**src/rtl/mips_multicycle_ctrl_pkg.sv**
```systemverilog
// Shared types and encodings for the multicycle MIPS main controller.
// Latency: n/a (declarations only).
// Backpressure: n/a.
package mips_ctrl_pkg;

    typedef enum logic [3:0] {
        FETCH   = 4'd0,
        DECODE  = 4'd1,
        MEMADR  = 4'd2,
        MEMRD   = 4'd3,
        MEMWB   = 4'd4,
        MEMWR   = 4'd5,
        RTYPEEX = 4'd6,
        RTYPEWB = 4'd7,
        BEQEX   = 4'd8,
        ADDIEX  = 4'd9,
        ADDIWB  = 4'd10,
        JEX     = 4'd11,
        HALT    = 4'd12
    } statetype;

    localparam logic [5:0] OP_LW    = 6'b100011;
    localparam logic [5:0] OP_SW    = 6'b101011;
    localparam logic [5:0] OP_RTYPE = 6'b000000;
    localparam logic [5:0] OP_BEQ   = 6'b000100;
    localparam logic [5:0] OP_ADDI  = 6'b001000;
    localparam logic [5:0] OP_J     = 6'b000010;

    localparam logic [5:0] FUNCT_ADD = 6'b100000;
    localparam logic [5:0] FUNCT_SUB = 6'b100010;
    localparam logic [5:0] FUNCT_AND = 6'b100100;
    localparam logic [5:0] FUNCT_OR  = 6'b100101;
    localparam logic [5:0] FUNCT_SLT = 6'b101010;

    localparam logic [2:0] ALU_ADD = 3'b010;
    localparam logic [2:0] ALU_SUB = 3'b110;
    localparam logic [2:0] ALU_AND = 3'b000;
    localparam logic [2:0] ALU_OR  = 3'b001;
    localparam logic [2:0] ALU_SLT = 3'b111;

    localparam logic [1:0] ALUOP_ADD   = 2'b00;
    localparam logic [1:0] ALUOP_SUB   = 2'b01;
    localparam logic [1:0] ALUOP_FUNCT = 2'b10;

    // Raw per-state control word before reset gating and branch resolution.
    typedef struct packed {
        logic       pcwrite;
        logic       branch;
        logic       irwrite;
        logic       memwrite;
        logic       regwrite;
        logic       iord;
        logic       memtoreg;
        logic       regdst;
        logic       alusrca;
        logic [1:0] alusrcb;
        logic [1:0] pcsrc;
        logic [1:0] aluop;
        logic       halted;
    } ctrl_t;

    function automatic logic is_legal_op(input logic [5:0] op);
        return (op == OP_LW) || (op == OP_SW) || (op == OP_RTYPE) ||
               (op == OP_BEQ) || (op == OP_ADDI) || (op == OP_J);
    endfunction

endpackage

```
**src/rtl/mips_multicycle_ctrl_if.sv**
```systemverilog
// Controller <-> datapath signal bundle (instruction fields in, selects/enables out).
// Latency: n/a (wires only).
// Backpressure: none; the datapath consumes the controls every cycle.
interface mips_multicycle_ctrl_if;
    logic [5:0] op;
    logic [5:0] funct;
    logic       zero;
    logic       pcen;
    logic       irwrite;
    logic       memwrite;
    logic       regwrite;
    logic       iord;
    logic       memtoreg;
    logic       regdst;
    logic       alusrca;
    logic [1:0] alusrcb;
    logic [1:0] pcsrc;
    logic [2:0] alucontrol;
    logic       illegal_op;
    logic       halted;

    modport master (
        input  op, funct, zero,
        output pcen, irwrite, memwrite, regwrite, iord, memtoreg, regdst,
               alusrca, alusrcb, pcsrc, alucontrol, illegal_op, halted
    );

    modport slave (
        output op, funct, zero,
        input  pcen, irwrite, memwrite, regwrite, iord, memtoreg, regdst,
               alusrca, alusrcb, pcsrc, alucontrol, illegal_op, halted
    );
endinterface

```
**src/rtl/mips_multicycle_ctrl_aludec.sv**
```systemverilog
// ALU operation decoder: aluop class plus R-type funct to ALU control code.
// Latency: purely combinational.
// Backpressure: none.
module mips_alu_decoder
    import mips_ctrl_pkg::*;
(
    input  logic [1:0] aluop,
    input  logic [5:0] funct,
    output logic [2:0] alucontrol
);

    // Fixed add/sub for address and branch math; funct decides for R-type.
    always_comb begin
        alucontrol = ALU_ADD;
        case (aluop)
            ALUOP_ADD: alucontrol = ALU_ADD;
            ALUOP_SUB: alucontrol = ALU_SUB;
            ALUOP_FUNCT: begin
                case (funct)
                    FUNCT_ADD: alucontrol = ALU_ADD;
                    FUNCT_SUB: alucontrol = ALU_SUB;
                    FUNCT_AND: alucontrol = ALU_AND;
                    FUNCT_OR:  alucontrol = ALU_OR;
                    FUNCT_SLT: alucontrol = ALU_SLT;
                    default:   alucontrol = ALU_ADD;
                endcase
            end
            default: alucontrol = ALU_ADD;
        endcase
    end

endmodule

```
**src/rtl/mips_multicycle_ctrl.sv**
```systemverilog
// Moore main controller sequencing fetch/decode/execute/memory/writeback for the multicycle core.
// Latency: 3-5 cycles per instruction (lw 5; sw, R-type, addi 4; beq, j 3).
// Backpressure: none; unknown opcodes either park in HALT or restart at FETCH.
module mips_multicycle_ctrl
    import mips_ctrl_pkg::*;
#(
    parameter bit ILLEGAL_TRAP = 1'b1
)(
    input  logic                  clk,
    input  logic                  reset,
    mips_multicycle_ctrl_if.master bus
);

    statetype   state;
    statetype   nextstate;
    ctrl_t      c;
    logic [2:0] alucontrol;

    // State register; reset abandons any instruction in flight.
    always_ff @(posedge clk) begin
        if (reset) state <= FETCH;
        else       state <= nextstate;
    end

    // Next-state selection and per-state control word.
    always_comb begin
        nextstate = FETCH;
        c         = '0;
        case (state)
            FETCH: begin
                c.alusrcb = 2'b01;
                c.irwrite = 1'b1;
                c.pcwrite = 1'b1;
                nextstate = DECODE;
            end
            DECODE: begin
                c.alusrcb = 2'b11;
                case (bus.op)
                    OP_LW, OP_SW: nextstate = MEMADR;
                    OP_RTYPE:     nextstate = RTYPEEX;
                    OP_BEQ:       nextstate = BEQEX;
                    OP_ADDI:      nextstate = ADDIEX;
                    OP_J:         nextstate = JEX;
                    default:      nextstate = ILLEGAL_TRAP ? HALT : FETCH;
                endcase
            end
            MEMADR: begin
                c.alusrca = 1'b1;
                c.alusrcb = 2'b10;
                if (bus.op == OP_LW)      nextstate = MEMRD;
                else if (bus.op == OP_SW) nextstate = MEMWR;
                else                      nextstate = FETCH;
            end
            MEMRD: begin
                c.iord    = 1'b1;
                nextstate = MEMWB;
            end
            MEMWB: begin
                c.memtoreg = 1'b1;
                c.regwrite = 1'b1;
                nextstate  = FETCH;
            end
            MEMWR: begin
                c.iord     = 1'b1;
                c.memwrite = 1'b1;
                nextstate  = FETCH;
            end
            RTYPEEX: begin
                c.alusrca = 1'b1;
                c.aluop   = ALUOP_FUNCT;
                nextstate = RTYPEWB;
            end
            RTYPEWB: begin
                c.regdst   = 1'b1;
                c.regwrite = 1'b1;
                nextstate  = FETCH;
            end
            BEQEX: begin
                c.alusrca = 1'b1;
                c.aluop   = ALUOP_SUB;
                c.pcsrc   = 2'b01;
                c.branch  = 1'b1;
                nextstate = FETCH;
            end
            ADDIEX: begin
                c.alusrca = 1'b1;
                c.alusrcb = 2'b10;
                nextstate = ADDIWB;
            end
            ADDIWB: begin
                c.regwrite = 1'b1;
                nextstate  = FETCH;
            end
            JEX: begin
                c.pcsrc   = 2'b10;
                c.pcwrite = 1'b1;
                nextstate = FETCH;
            end
            HALT: begin
                c.halted  = 1'b1;
                nextstate = HALT;
            end
            default: nextstate = FETCH;
        endcase
    end

    mips_alu_decoder u_aludec (
        .aluop      (c.aluop),
        .funct      (bus.funct),
        .alucontrol (alucontrol)
    );

    // Write enables are held low during reset so an abandoned instruction never commits.
    assign bus.pcen       = ~reset & (c.pcwrite | (c.branch & bus.zero));
    assign bus.irwrite    = ~reset & c.irwrite;
    assign bus.memwrite   = ~reset & c.memwrite;
    assign bus.regwrite   = ~reset & c.regwrite;
    assign bus.iord       = c.iord;
    assign bus.memtoreg   = c.memtoreg;
    assign bus.regdst     = c.regdst;
    assign bus.alusrca    = c.alusrca;
    assign bus.alusrcb    = c.alusrcb;
    assign bus.pcsrc      = c.pcsrc;
    assign bus.alucontrol = alucontrol;
    assign bus.illegal_op = (state == DECODE) && !is_legal_op(bus.op);
    assign bus.halted     = c.halted;

endmodule

```
**src/flat_wrapper.sv**
```systemverilog
// flat-port wrapper written by rule: the top's interface ports become plain ports
module mips_multicycle_ctrl_flat import mips_ctrl_pkg::*;
#(
    parameter bit ILLEGAL_TRAP = 1'b1
)
  (clk, reset, bus_op, bus_funct, bus_zero, bus_pcen, bus_irwrite, bus_memwrite, bus_regwrite, bus_iord, bus_memtoreg, bus_regdst, bus_alusrca, bus_alusrcb, bus_pcsrc, bus_alucontrol, bus_illegal_op, bus_halted);
  mips_multicycle_ctrl_if bus_i ();
  input  logic clk;
  input  logic reset;
  input wire logic [$bits(bus_i.op)-1:0] bus_op;
  input wire logic [$bits(bus_i.funct)-1:0] bus_funct;
  input wire logic [$bits(bus_i.zero)-1:0] bus_zero;
  output wire logic [$bits(bus_i.pcen)-1:0] bus_pcen;
  output wire logic [$bits(bus_i.irwrite)-1:0] bus_irwrite;
  output wire logic [$bits(bus_i.memwrite)-1:0] bus_memwrite;
  output wire logic [$bits(bus_i.regwrite)-1:0] bus_regwrite;
  output wire logic [$bits(bus_i.iord)-1:0] bus_iord;
  output wire logic [$bits(bus_i.memtoreg)-1:0] bus_memtoreg;
  output wire logic [$bits(bus_i.regdst)-1:0] bus_regdst;
  output wire logic [$bits(bus_i.alusrca)-1:0] bus_alusrca;
  output wire logic [$bits(bus_i.alusrcb)-1:0] bus_alusrcb;
  output wire logic [$bits(bus_i.pcsrc)-1:0] bus_pcsrc;
  output wire logic [$bits(bus_i.alucontrol)-1:0] bus_alucontrol;
  output wire logic [$bits(bus_i.illegal_op)-1:0] bus_illegal_op;
  output wire logic [$bits(bus_i.halted)-1:0] bus_halted;
  assign bus_i.op = bus_op;
  assign bus_i.funct = bus_funct;
  assign bus_i.zero = bus_zero;
  assign bus_pcen = bus_i.pcen;
  assign bus_irwrite = bus_i.irwrite;
  assign bus_memwrite = bus_i.memwrite;
  assign bus_regwrite = bus_i.regwrite;
  assign bus_iord = bus_i.iord;
  assign bus_memtoreg = bus_i.memtoreg;
  assign bus_regdst = bus_i.regdst;
  assign bus_alusrca = bus_i.alusrca;
  assign bus_alusrcb = bus_i.alusrcb;
  assign bus_pcsrc = bus_i.pcsrc;
  assign bus_alucontrol = bus_i.alucontrol;
  assign bus_illegal_op = bus_i.illegal_op;
  assign bus_halted = bus_i.halted;
  mips_multicycle_ctrl #(.ILLEGAL_TRAP(ILLEGAL_TRAP)) u_core (.clk(clk), .reset(reset), .bus(bus_i));
endmodule
```
**config.mk**
```make
export PLATFORM = sky130hd
export DESIGN_NAME = mips_multicycle_ctrl_flat
export DESIGN_NICKNAME = d
export VERILOG_FILES = /design/src/rtl/mips_multicycle_ctrl_pkg.sv /design/src/rtl/mips_multicycle_ctrl_if.sv /design/src/rtl/mips_multicycle_ctrl_aludec.sv /design/src/rtl/mips_multicycle_ctrl.sv /design/src/flat_wrapper.sv
export SDC_FILE = /design/constraint.sdc
export NUM_CORES = 1
export LEC_CHECK = 0
export ABC_AREA = 0
export ABC_CLOCK_PERIOD_IN_PS = 2800
export CAP_MARGIN = 0
export CORE_UTILIZATION = 39
export DETAILED_ROUTE_END_ITERATION = 12
export HOLD_SLACK_MARGIN = 0.12
export PLACE_DENSITY = 0.89
export SYNTH_ARGS = -nofsm -noshare
export SYNTH_HDL_FRONTEND = slang
export SYNTH_SLANG_ARGS = --single-unit
```
**constraint.sdc**
```tcl
create_clock -name clk -period 2.8 [get_ports clk]
set_clock_uncertainty 0.15 [all_clocks]
set_input_delay 0.84 -clock clk [delete_from_list [all_inputs] [get_ports clk]]
set_output_delay 0.84 -clock clk [all_outputs]
set_load 0.01 [all_outputs]
```
==> metrics.cfg, run 1 <==
[synth]
ys_ff_latch = 4
synth_area_um2 = 642
ys.flop_type = dfxtp_1
yosys.area.top_type = dfxtp_1
synthesis.yosys.warnings = 0
synth_area_leaders = dfxtp_1 12%, nor3_1 7.0%, o21ai_0 6.2%
synth_edf_count = 0
synth_cell_types = 39
synth_commonest_cells = 10 x nor2_1, 9 x nor3_1, 8 x o21ai_0
syn_nets = 107
ys_async_sr_fraction = 0
syn_inst = 90
yosysMostFrequentCell = nor2_1
avgSynthCellArea_um2 = 7.13
seq_area_frac_synth = 0.125
netlist.area_leader.share = 0.125

[placed_design]
dpl.cell_count = 155
dp_hpwl_mm = 1.77
place_congestion = 0.882
io_buffer_count = 31

[floorplan]
core_mm2 = 0.00152
die_h_um = 42.6
num_rows = 14
die_area_mm2 = 0.00181
io_pins = 32
die_x_um = 42.6
start_util = 0.421

[clock_tree]
cts_buffer_depth = 2
cts_hold_buf = 0
cts.sinks = 4
cts_buffers = 3
cts_root_buffer = clkbuf_4
cts_tree = yes
insertion_delay_ns = 0.25
cts_max_level = 1
clk_pin_slew_ns = 0.04

[critical_path]
worstSetupPathType = in2out
crit_fanout = 3
crit_path_start_kind = input pin
cp-end-kind = primary output
worstPathRequired_ns = 1.81
crit_arrival_ns = 1.83

[grt]
grt_pass1_vias = 937
antenna_found_initial = 0
grt_overflow = 0
grt_max_degree = 15
grt_pass1_wl_mm = 3.85
grt_util_all_layers = 0.280

[power]
clkPwrFrac = 0.098
switching_share = 0.442
p_comb_frac = 0.761
intPower_uw = 428
ir_drop_uv = 515
leakagePower_nw = 0.556
pwr-share-seq = 0.140
power_density_mw_per_mm2 = 626
p_sw_uw = 339

[routing]
vias_per_cell = 5.74
first_pass_iters = 4
drt-wirelength-per-cell_um = 14.9
ant_nets = 0
vias = 919
drt-total-wl_mm = 2.39
drt_iter0_markers = 30
drc = 0

[timing]
period_minus_slack_ns = 2.82
finalMaxSlewViolations = 0
finalCritPeriodShare = 1.01
hold_viol = 0
fin_setup_tns_ns = -0.0227
fmax_ghz = 0.354
fin_ws_ns = -0.0227
rsz0062_at_grt = true
worst_slew_margin_rel = 0.724
tightest_slew_ns = 0.404
setup_violations = 1

[layout]
fillCellCount = 98
top_regs = u_core.state x4
num_antenna_cells = 0
final_cells = 160
regMostFlops = u_core.state
final_nets = 163
drive_above_1_share = 0.479
syn2layout_area_growth_pct = 91.0
largest_register_ffs = 4

[outcome]
status = finished, violations left
violations = negative setup slack

[job]
max-cap-violations = 0

[worst_hold_path]
hp-class = reg2reg

worst max-delay path, stage by stage:
cell and delay [ns]:
clkdlybuf4s15_1 0.17, nor2b_4 0.14, a31oi_4 0.16, or3b_4 0.40
buf_6 0.13
stage by stage:
step	power, mW	setup WS (ns)	hold WS (ns)	area (um2)	utilization
finish	0.768	-0.0227	0.536	1230	0.805
global route	0.822	-0.0625	0.560	1230	0.805
CTS	0.740	-0.0308	0.569	1190	0.782
detailed placement	0.643	-0.810	0.509	1100	0.722
global placement	0.618	-0.753	0.503	1100	0.722
floorplan	0.378	0.155	0.428	642	-
timing repair:
| action | in CTS | in global routing |
|---|---|---|
| endpoints found under the hold margin | 0 | 0 |
| resized for setup | 75 | 22 |
| pin swaps | 11 | 6 |
| setup endpoints to repair | 9 | 7 |
| buffers inserted | 2 | 0 |
per-layer routing:
layer | up-vias | global-route usage | share of wire
met5 | - | 0 | 0
met4 | 0 | 0.131 | 0.022
met3 | 8 | 0.0259 | 0.044
met2 | 35 | 0.582 | 0.58
met1 | 431 | 0.263 | 0.35
li1 | 445 | - | -
cell type report:
type	count	area, um2	area share
multi-input cells	75	628	0.512
repair buffers	57	453	0.369
flip-flops and latches	4	83.8	0.0684
clock buffers	3	22.5	0.0184
well taps	16	20.0	0.0163
inverters	5	18.8	0.0153
power by group through the flow:
| stage | Clock [mW] | Sequential, mW | Combinational, mW |
|---|---|---|---|
| 3_5_place_dp | 0 | 0.0941 | 0.549 |
| 4_1_cts | 0.0749 | 0.102 | 0.562 |
| 6_report | 0.0755 | 0.108 | 0.584 |
| 5_1_grt | 0.0767 | 0.110 | 0.635 |
| 3_3_place_gp | 0 | 0.0927 | 0.525 |
| 2_1_floorplan | 0 | 0.0894 | 0.289 |
cell families after synthesis:
| family | share of synthesized area |
|---|---|
| AOI/OAI and AO/OA | 0.251 |
| xor gates and xnor gates | 0.0546 |
| adders and majority gates | 0.0390 |
| buffers and inverters | 0.109 |
| DFF | 0.125 |
| and+or+nand+nor | 0.421 |
placed cells by master, fill, tap and decap left out, types with 4 or more instances in the layout:
cell type,netlist,routed
buf_2,3,8
a21oi_1,4,4
clkdlybuf4s50_1,0,8
nor3_1,9,8
buf_4,0,26
dlygate4sd2_1,0,6
nor2_1,10,8
o21ai_0,8,5
path summary, 6_finish.rpt:
kind | from | end | slack (ns) | depth (start not counted)
worst max-delay path | bus_funct[5] | bus_alucontrol[1] | -0.02 | 5
worst min-delay path | u_core.state[1] | u_core.state[3] | 0.54 | 3
worst max register to register | u_core.state[1] | u_core.state[2] | 1.07 | 6
worst min register to register | u_core.state[1] | u_core.state[3] | 0.54 | 3
Power figures use the tool's default switching activity.
==> inputs of run 2 (changes only) <==
--- a/config.mk
+++ b/config.mk
@@ -12,6 +12,7 @@
 export DETAILED_ROUTE_END_ITERATION = 12
 export HOLD_SLACK_MARGIN = 0.12
 export PLACE_DENSITY = 0.89
+export REMOVE_ABC_BUFFERS = 1
 export SYNTH_ARGS = -nofsm -noshare
 export SYNTH_HDL_FRONTEND = slang
 export SYNTH_SLANG_ARGS = --single-unit
==> metrics.cfg, run 2 (synthesized netlist as in run 1, its figures left out) <==
[timing]
worst_slew_margin_rel = 0.750  ; was 0.724
hold_ws_ns = 0.574  ; was 0.536 ns
fin_ws_ns = -0.0444  ; was -0.0227 ns
fin_setup_tns_ns = -0.0444  ; was -0.0227 ns
fmax_ghz = 0.352  ; was 0.354 GHz
finalMaxSlewViolations = 0  ; unchanged
period_minus_slack_ns = 2.84  ; was 2.82 ns
tightest_slew_ns = 0.366  ; was 0.404 ns
finalCritPeriodShare = 1.02  ; was 1.01
setup_violations = 1  ; unchanged
hold_viol = 0  ; unchanged
rsz0062_at_grt = true  ; unchanged

[critical_path]
crit_path_start_kind = flop  ; was input pin
r2r_slack_ns = 1.10  ; was 1.07 ns
crit_arrival_ns = 1.85  ; was 1.83 ns
rr_worst_depth = 5  ; was 6
cp-startpoint = u_core.state[3]  ; was bus_funct[5]
crit_path_end = bus_alucontrol[1]  ; unchanged
worstSetupPathType = reg2out  ; was in2out
r2r-start = u_core.state[0]  ; was u_core.state[1]
rr_endpoint = u_core.state[2]  ; unchanged
worstPathRequired_ns = 1.81  ; about the same
crit_fanout = 4  ; was 3
cp-end-kind = primary output  ; unchanged

[clock_tree]
cts_root_buffer = clkbuf_4  ; unchanged
clk_pin_slew_ns = 0.04  ; about the same
cts.sinks = 4  ; unchanged
cts_max_level = 1  ; unchanged
cts_buffer_depth = 2  ; unchanged
cts_tree = yes  ; unchanged
insertion_delay_ns = 0.25  ; about the same
cts_buffers = 3  ; unchanged

[power]
p_total_uw = 738  ; was 768 uW
power_density_mw_per_mm2 = 613  ; was 626 mW/mm2
leakagePower_nw = 0.527  ; was 0.556 nW
ir_drop_uv = 356  ; was 515 uV

[layout]
regMostFlops = u_core.state  ; unchanged
num_antenna_cells = 0  ; unchanged
final_nets = 164  ; was 163
fillCellCount = 113  ; was 98
drive_above_1_share = 0.469  ; was 0.479
syn2layout_area_growth_pct = 87.5  ; was 91.0%
top_regs = u_core.state x4  ; unchanged
stdcell_area_mm2 = 0.00120  ; was 0.00123 mm2
layout_commonest_cell = buf_4  ; unchanged
post-route-util = 0.790  ; was 0.805
final_cells = 161  ; was 160
largest_register_ffs = 4  ; unchanged
final_cell_mix = 26 x buf_4, 10 x clkdlybuf4s50_1, 8 x nor2_1, 8 x nor3_1  ; was 26 x buf_4, 8 x nor2_1, 8 x nor3_1, 8 x buf_2, 8 x clkdlybuf4s50_1

[floorplan]
num_rows = 14  ; unchanged
die_x_um = 42.6  ; unchanged
die_h_um = 42.6  ; unchanged
io_pins = 32  ; unchanged
core_mm2 = 0.00152  ; unchanged
die_area_mm2 = 0.00181  ; unchanged
start_util = 0.421  ; unchanged

[routing]
drt_iter0_markers = 36  ; was 30
drc = 0  ; unchanged
highest_layer = met4  ; unchanged
drt-total-wl_mm = 2.36  ; was 2.39 mm
vias = 931  ; was 919
met1_length_um = 860  ; was 839 um
drt-wirelength-per-cell_um = 14.6  ; was 14.9 um
wl_met2_mm = 1.29  ; was 1.39 mm
ant_nets = 0  ; unchanged
first_pass_iters = 4  ; unchanged
met3_length_um = 129  ; was 106 um
vias_per_cell = 5.78  ; was 5.74

[placed_design]
dp_hpwl_mm = 1.59  ; was 1.77 mm
io_buffer_count = 31  ; unchanged
pre_cts_ws_ns = -0.847  ; was -0.810 ns
place_congestion = 0.807  ; was 0.882
placed_area_mm2 = 0.00109  ; was 0.00110 mm2
dpl.cell_count = 153  ; was 155

[grt]
grt_pass1_wl_mm = 3.53  ; was 3.85 mm
antenna_found_initial = 0  ; unchanged
grt_max_degree = 14  ; was 15
grt_util_all_layers = 0.249  ; was 0.280
grt_pass1_vias = 875  ; was 937
grt_overflow = 0  ; unchanged

[outcome]
violations = negative setup slack  ; unchanged
status = finished, violations left  ; unchanged

[job]
max-cap-violations = 0  ; unchanged

[worst_hold_path]
hp-class = reg2reg  ; unchanged

[run 2: changes by cell type in the layout (fill, tap and decap cells not counted), sizes merged]
| cell | delta |
|---|---|
| clkbuf | +1 |
| dlymetal6s2s | -2 |
| dlygate4sd2 | -5 |
| buf | +3 |
| clkdlybuf4s50 | +2 |
| clkdlybuf4s15 | +2 |
[run 2: what timing repair did]
item / in CTS / in global routing
pin swaps: 9 / 9
endpoints found under the setup margin: 8 / 7
gates resized for setup: 78 / 21
setup buffers: 1 / 4
hold buffers: 0 / 0
[run 2: area by class of cell]
| class | instances | area, um2 | area share |
|---|---|---|---|
| clock buffer | 3 | 22.5 | 0.0187 |
| inverter | 5 | 18.8 | 0.0156 |
| multi-input combinational | 75 | 586 | 0.486 |
| sequential | 4 | 83.8 | 0.0696 |
| tap | 16 | 20.0 | 0.0166 |
| timing repair buffer | 58 | 473 | 0.393 |
[run 2: worst min-delay path by stage]
stage / startpoint / end / cells after the start
global placement: u_core.state[1] / u_core.state[3] / 3
floorplan: u_core.state[1] / u_core.state[0] / 2
CTS: u_core.state[1] / u_core.state[3] / 3
detailed placement: u_core.state[1] / u_core.state[3] / 3
global route: u_core.state[2] / u_core.state[2] / 3
finish: u_core.state[1] / u_core.state[0] / 3
[run 2: report_power, final]
part / switching (mW) / internal (mW) / total [mW]
Clock: 0.0294 / 0.0483 / 0.0778
Combinational: 0.264 / 0.290 / 0.553
Sequential: 0.0271 / 0.0793 / 0.106
Total: 0.320 / 0.417 / 0.738
[run 2: critical path, cell delays in order (launching register included)]
cell      delay, ns
dfxtp_2        0.33
nand2b_4       0.15
nor3_4         0.21
inv_1          0.07
ha_2           0.17
a31oi_2        0.15
or3b_4         0.41
buf_6          0.13
[run 2: per-layer routing]
layer | vias up | global-route usage
li1 | 447 | -
met1 | 421 | 0.244
met2 | 52 | 0.505
met3 | 11 | 0.0302
met4 | 0 | 0.106
met5 | - | 0
